<file path="config.mk">
export PLATFORM = sky130hd
export DESIGN_NAME = apes_cnt_collect
export DESIGN_NICKNAME = d
export VERILOG_FILES = /design/src/rtl/apes_cnt_collect_pkg.sv /design/src/rtl/apes_pulse_sync.sv /design/src/rtl/apes_cnt_collect.sv
export SDC_FILE = /design/constraint.sdc
export NUM_CORES = 1
export LEC_CHECK = 0
export BUFFER_PORTS_ARGS = -buffer_cell sky130_fd_sc_hd__buf_2
export CAP_MARGIN = 20
export CORE_UTILIZATION = 35
export DETAILED_ROUTE_END_ITERATION = 6
export PLACE_DENSITY = 0.6
export SLEW_MARGIN = 20
export SYNTH_ARGS = -nofsm -noshare
export SYNTH_HDL_FRONTEND = slang
export SYNTH_SLANG_ARGS = --single-unit
</file>
<file path="constraint.sdc">
create_clock -name clk50 -period 2.15 [get_ports clk50]
set_input_delay 0.1075 -clock clk50 [delete_from_list [all_inputs] [get_ports clk50]]
set_output_delay 0.1075 -clock clk50 [all_outputs]
set_load 0.02 [all_outputs]
</file>
<file path="src/rtl/apes_cnt_collect_pkg.sv">
// Shared state encoding and parameter defaults for the APES detector counter block.
package apes_cnt_collect_pkg;

   localparam int NCH_DEF     = 8;
   localparam int CW_DEF      = 16;
   localparam int WIN_CYC_DEF = 50000;

   typedef enum logic [1:0] {
      ST_IDLE    = 2'b00,
      ST_COLLECT = 2'b01,
      ST_DONE    = 2'b10
   } state_t;

endpackage

</file>
<file path="src/rtl/apes_pulse_sync.sv">
// One-bit 2-flop synchronizer plus history flop; evt_o marks a rising edge.
// Latency 2 cycles from det input to evt_o; no backpressure.
module apes_pulse_sync
   import apes_cnt_collect_pkg::*;
(
   input  logic clk50,
   input  logic rst_n,
   input  logic d_i,
   output logic evt_o
);

   logic s1_q, s2_q, s3_q;

   always_ff @(posedge clk50 or negedge rst_n) begin
      if (!rst_n) begin
         s1_q <= 1'b0;
         s2_q <= 1'b0;
         s3_q <= 1'b0;
      end else begin
         s1_q <= d_i;
         s2_q <= s1_q;
         s3_q <= s2_q;
      end
   end

   assign evt_o = s2_q & ~s3_q;

endmodule

</file>
<file path="src/rtl/apes_cnt_collect.sv">
// Counts detector pulses per channel over a fixed window; 3-cycle input latency,
// 1-cycle registered readout; no backpressure, counters saturate with sticky flags.
module apes_cnt_collect
   import apes_cnt_collect_pkg::*;
#(
   parameter int NCH     = NCH_DEF,
   parameter int CW      = CW_DEF,
   parameter int WIN_CYC = WIN_CYC_DEF
) (
   input  logic           clk50,
   input  logic           rst_n,
   input  logic           cnt_start,
   input  logic           cnt_clr,
   input  logic [NCH-1:0] det_in,
   input  logic [2:0]     rd_addr,
   output logic [CW-1:0]  rd_data,
   output logic [NCH-1:0] sat,
   output logic           busy,
   output logic           collect_done
);

   localparam int            TW     = (WIN_CYC > 1) ? $clog2(WIN_CYC) : 1;
   localparam logic [TW-1:0] T_LAST = TW'(WIN_CYC - 1);
   localparam logic [CW-1:0] C_MAX  = '1;

   state_t          state_q, state_d;
   logic [TW-1:0]   timer_q, timer_d;
   logic [NCH-1:0]  evt;
   logic [CW-1:0]   cnt [NCH];
   logic [CW-1:0]   rd_sel;
   logic [CW-1:0]   rd_data_q;
   logic            cnt_en;

   always_ff @(posedge clk50 or negedge rst_n) begin
      if (!rst_n) begin
         state_q <= ST_IDLE;
         timer_q <= '0;
      end else begin
         state_q <= state_d;
         timer_q <= timer_d;
      end
   end

   // Dropping cnt_start mid-window aborts with the timer frozen where it stopped.
   always_comb begin
      state_d = state_q;
      timer_d = timer_q;
      if (cnt_clr) begin
         state_d = ST_IDLE;
         timer_d = '0;
      end else begin
         case (state_q)
            ST_IDLE: begin
               if (cnt_start) begin
                  state_d = ST_COLLECT;
                  timer_d = '0;
               end
            end
            ST_COLLECT: begin
               if (!cnt_start)
                  state_d = ST_IDLE;
               else if (timer_q == T_LAST)
                  state_d = ST_DONE;
               else
                  timer_d = timer_q + 1'b1;
            end
            ST_DONE: state_d = ST_DONE;
            default: state_d = ST_IDLE;
         endcase
      end
   end

   always_comb begin
      busy         = 1'b0;
      collect_done = 1'b0;
      cnt_en       = 1'b0;
      case (state_q)
         ST_COLLECT: begin
            busy   = 1'b1;
            cnt_en = 1'b1;
         end
         ST_DONE: collect_done = 1'b1;
         default: ;
      endcase
   end

   for (genvar g = 0; g < NCH; g++) begin : g_ch
      logic [CW-1:0] cnt_q;
      logic          sat_q;

      apes_pulse_sync u_sync (
         .clk50 (clk50),
         .rst_n (rst_n),
         .d_i   (det_in[g]),
         .evt_o (evt[g])
      );

      always_ff @(posedge clk50 or negedge rst_n) begin
         if (!rst_n) begin
            cnt_q <= '0;
            sat_q <= 1'b0;
         end else if (cnt_clr) begin
            cnt_q <= '0;
            sat_q <= 1'b0;
         end else if (cnt_en && evt[g]) begin
            if (cnt_q == C_MAX)
               sat_q <= 1'b1;
            else
               cnt_q <= cnt_q + 1'b1;
         end
      end

      assign cnt[g] = cnt_q;
      assign sat[g] = sat_q;
   end

   // Addresses beyond the last channel fall through to zero.
   always_comb begin
      rd_sel = '0;
      for (int i = 0; i < NCH; i++) begin
         if (int'(rd_addr) == i)
            rd_sel = cnt[i];
      end
   end

   always_ff @(posedge clk50 or negedge rst_n) begin
      if (!rst_n)
         rd_data_q <= '0;
      else
         rd_data_q <= rd_sel;
   end

   assign rd_data = rd_data_q;

endmodule

</file>
-- Yosys cells after proc, flatten, opt, wreduce, memory -nomap -nowiden
Cells that the tools add are included.
- $add $sub $neg: 9
- equal/unequal tests: 30
- muxes and demuxes: 68
- bitwise logic cells: 16
- reductions and logical operators: 45
- operator list (operator ; number):
    $mux W16 ; 36
    $add A16 B1 Y16 const B ; 9
    $eq A16 B16 Y1 const B ; 9
    $reduce_and A2 Y1 ; 17
    $pmux W16 S2 ; 1
    $reduce_bool A2 Y1 ; 16
    $mux W1 ; 26
    $ne A2 B2 Y1 const B ; 8
    $eq A3 B3 Y1 const B ; 4
    $ne A3 B3 Y1 const B ; 3
    $and A1 B1 Y1 ; 8
    $logic_and A1 B1 Y1 ; 8
    $mux W2 ; 4
    $not A1 Y1 ; 8
    $eq A3 B2 Y1 const B ; 2
    $pmux W2 S3 ; 1
    $ne A4 B4 Y1 const B ; 1
    $reduce_and A4 Y1 ; 1
    $eq A3 B1 Y1 const B ; 1
    $logic_not A3 Y1 ; 1
    $reduce_bool A3 Y1 ; 1
    $eq A2 B1 Y1 const B ; 1
    $eq A2 B2 Y1 const B ; 1
    $logic_not A2 Y1 ; 1
- bits in registers: 194
- output and inout bits: 26
- word-level logic and storage cells: 211

-- Logic depth before layout (Yosys ltp)
- depth after elaboration: 9
- gate-level depth with buffers: 7
- depth with buffers taken out: 6

-- Modules after synthesis
From an unflattened synthesis, not the netlist that was laid out.
- cell total of the unflattened synthesis: 1113
- area, all modules: 10407.5 um^2
- modules (own cells, without submodules) (module ; instances ; cells each ; area an instance (um^2) ; sequential area each (um^2)):
    apes_cnt_collect ; 1 ; 1081 ; 9696.8 ; 4254.1
    apes_pulse_sync ; 8 ; 4 ; 88.8 ; 75.1

-- Least setup slack after synthesis
OpenSTA, ideal clock, no wires.
- kind: reg2reg
- start point: reg timer_q[7]
- end point: reg timer_q[4]
- library setup time: 138 ps
- arrival: 1768 ps
- required time: 2012 ps
- setup slack: 244 ps
- stages on the path, launching flop included: 7
- path buffers: 1
- cells stage by stage: dfrtp_1 > or4_4 > nor4_2 > nor4b_1 > buf_2 > a41oi_1 > a31oi_1
- longest elaborated chain between the ends: 3
- ends and longest elaborated chain (what ; RTL line ; text):
    start, declared ; apes_cnt_collect.sv:27 ; logic [TW-1:0] timer_q, timer_d;
    start signal, assigned ; apes_cnt_collect.sv:40 ; timer_q <= timer_d;
    $eq A16 B16 Y1 ; apes_cnt_collect.sv:62 ; else if (timer_q == T_LAST)
    $ne A3 B3 Y1 (no line) ; -- ;
    $reduce_and A4 Y1 (no line) ; -- ;
No other way between the ends.
A chain may end at the register's enable or synchronous reset.

-- Final worst setup path
- start point: reg timer_q[4]
- end point: reg timer_q[4]
- longest elaborated chain between the ends: 5
- elaborated cells on any way between the ends: 8
- ends and longest elaborated chain (what ; RTL line ; text):
    $add A16 B1 Y16 ; apes_cnt_collect.sv:65 ; timer_d = timer_q + 1'b1;
    $mux W16 ; apes_cnt_collect.sv:62 ;
    $mux W16 ; apes_cnt_collect.sv:60 ; if (!cnt_start)
    $pmux W16 S2 ; apes_cnt_collect.sv:52 ; case (state_q)
    $mux W16 ; apes_cnt_collect.sv:48 ; if (cnt_clr) begin
Parallel ways exist; a longest one is shown, timed or not. The select of a mux whose other input is x is not followed.

==> impl_metrics.yaml <==
status:
  status: "complete, no violations"
floorplan:
  coreArea_um2: 29000
  chipWidth_um: 175
  dieHeight_um: 175
  io_pins: 41
  start_util: 0.359
  rows: 62
  die_area_um2: 30500
worst_setup_path:
  slowest_delay_ns: 0.54
  path_buf_inv: 1
  worstPathArrival_ns: 2.33
  r2r_slack_ns: 0.13
  critPathTopFamily: "simple AND/OR/NAND/NOR gates"
  crit_type: "reg -> reg"
  cp_cell_sequence: "or4_4, nor4_2, nor4b_1, buf_4, a41oi_1, a31oi_1"
  worstPathRequired_ns: 2.45
  worstSetupStartpointType: "flip-flop"
  cp_slowest_cell: "or4_4"
  cp-end-kind: "flip-flop"
  cp_max_fo: 11
timing:
  worst_slack_ns: 0.125
  maxSlewViolCount: 0
  timing.fmax_mhz: 494
  period_share: 0.942
  fin_crit_ns: 2.02
  slew_headroom: 0.506
  worst_clock_skew_ns: 0.0119
  setup_violations: 0
  worstMarginPinSlew_ns: 0.740
  finalHoldViolations: 0
synthesis:
  synth_ff_type: "dfrtp_1"
  synth_cell_types: 68
  avgSynthCellArea_um2: 9.65
  syn_nets: 1104
  synthesis.area_um2: 10400
  ys_seq_area_frac: 0.466
  ys_warn_count: 0
  async_flop_share: 1.00
  synth_edf_count: 0
  syn_inst: 1080
  synth-seq-cells: 194
place:
  dpl.cell_count: 1506
  dp_hpwl_um: 20300
  io_buffers: 40
  gp_congestion: 0.897
  dp_slack_ns: 0.0871
layout:
  fin_cells: 1547
  n_antenna_cell: 0
  multi_input_area_um2: 5280
  fillerInstances: 2886
  syn2layout_area_growth_pct: 15.8
  seq_area_um2: 4850
  layout-drive-gt1-share: 0.149
  fin_nets: 1175
routing:
  num_vias: 8597
  wl_um: 27700
  drtIter0Drc: 699
  dr.pass1.iters: 5
  final_antenna_net_count: 0
  drc_errors: 0
  wl_per_cell_um: 17.9
  viasPerCell: 5.56
pwr:
  powerDensity_nw_per_um2: 614
  leakage_uw: 0.00486
  ir_worst_vdd_mv: 0.481
clock_network:
  postCtsSetupBuffers: 0
  cts_tree: "yes"
  clk_latency_ns: 0.44
  cts_htree_levels: 4
  cts_root_buf: "clkbuf_16"
  cts_made_buffers: 17
  path_clk_slew_ns: 0.08
  cts_sinks: 194
  clock_path_buffers: 2
grt:
  grt_max_degree: 59
  grt_pass1_wl_um: 45500
  gr-total-overflow: 0
  grt_pass1_vias: 8123
  track_usage: 0.190
  antenna_found_initial: 1
flow_run:
  cap_violations: 0
hold_path:
  hp-class: "in -> reg"
## final cells by class
cell class                      instances  share of cell area
Multi-Input combinational cell        811               0.437
Timing Repair Buffer                  109              0.0656
Clock buffer                           18              0.0364
Sequential cell                       194               0.402
Tap cell                              384              0.0398
Inverter                               18             0.00559
Clock inverter                         13              0.0136
## logic make-up after synthesis
family / synth area share
AO/OA/AOI/OAI: 0.122
buffers and inverters: 0.0308
AND/OR/NAND/NOR: 0.250
XOR/XNOR: 0.0773
adder cells (fa/ha/maj): 0.0108
multiplexers: 0.0434
flip-flops: 0.466
## cell usage in the layout (no fill, tap or decap), drive strengths merged, types with 10 or more instances in the layout
cell type,instances
nor3,41
xor2,32
nor4,26
mux4,10
buf,98
nand3,57
xnor2,60
and3,16
dlygate4sd3,10
clkbuf,19
inv,25
nor2b,15
a211oi,13
a22o,18
a31oi,16
dfrtp,194
a21oi,43
mux2i,16
o21ai,42
and4,17
nor2,149
nand4,36
nand2,69
## synthesized netlist by cell type, types with 18 or more instances
master,instances,share of area
dfrtp_1,194,0.47
nand2_1,69,0.025
a22o_1,18,0.015
xnor2_1,60,0.050
clkbuf_1,39,0.014
xor2_1,32,0.027
nand4_1,36,0.022
nor2_1,149,0.054
o21ai_0,39,0.019
nor3_1,41,0.020
nand3_1,57,0.027
nor4_1,23,0.014
a21oi_1,43,0.021
## worst register-to-register path, stage by stage (launching register included)
cell	delay, ns
dfrtp_1	0.46
or4_4	0.54
nor4_2	0.32
nor4b_1	0.09
buf_4	0.19
a41oi_1	0.22
a31oi_1	0.07
## what timing repair did
item,CTS,global route
gates resized for setup,0,2
endpoints found under the setup margin,0,3
hold buffers,10,0
endpoints found under the hold margin,60,0
## flip-flops by register name (all words and copies together), names as in the netlist
name and cells:
g_ch.u_sync.s1_q 8, state_q 2, timer_q 16, g_ch.sat_q 8, g_ch.u_sync.s2_q 8, g_ch.u_sync.s3_q 8
rd_data 16, g_ch.cnt_q 128
## metal layers
metal	vias up	track usage	wire length [um]
li1	4106	-	-
met5	-	0	18
met4	2	0.0482	458
met1	4236	0.278	13500
met3	30	0.0300	1250
met2	223	0.291	12500
## per-stage QoR
| stage | util | setup TNS [ns] | hold WS [ns] | power, uW | area [um2] |
|---|---|---|---|---|---|
| 2_1_floorplan | - | 0 | -0.188 | 3970 | 10400 |
| 3_3_place_gp | 0.392 | 0 | 0.121 | 4180 | 11400 |
| 3_5_place_dp | 0.392 | 0 | 0.126 | 4180 | 11400 |
| 4_1_cts | 0.416 | 0 | 0.0466 | 7510 | 12100 |
| 5_1_grt | 0.416 | -0.00582 | 0.0752 | 7670 | 12100 |
| 6_report | 0.416 | 0 | 0.0599 | 7420 | 12100 |
## path summary, 6_finish.rpt
path,cells past startpoint,startpoint,endpoint
worst max-delay path,6,timer_q[4]$_DFFE_PN0P_,timer_q[4]$_DFFE_PN0P_
worst min-delay path,2,cnt_clr,g_ch[6].cnt_q[7]$_DFFE_PN0P_
worst max register to register,6,timer_q[4]$_DFFE_PN0P_,timer_q[4]$_DFFE_PN0P_
worst min register to register,0,g_ch[4].u_sync.s1_q$_DFF_PN0_,g_ch[4].u_sync.s2_q$_DFF_PN0_
max in group asynchronous,3,rst_n,g_ch[4].cnt_q[15]$_DFFE_PN0P_
min in group asynchronous,2,rst_n,g_ch[7].cnt_q[11]$_DFFE_PN0P_
## report_power, final
group,internal [uW],switching [uW]
Sequential,3690,25.0
Combinational,126,280
Clock,1700,1600
Note: power is estimated with default switching activity, not from simulation.
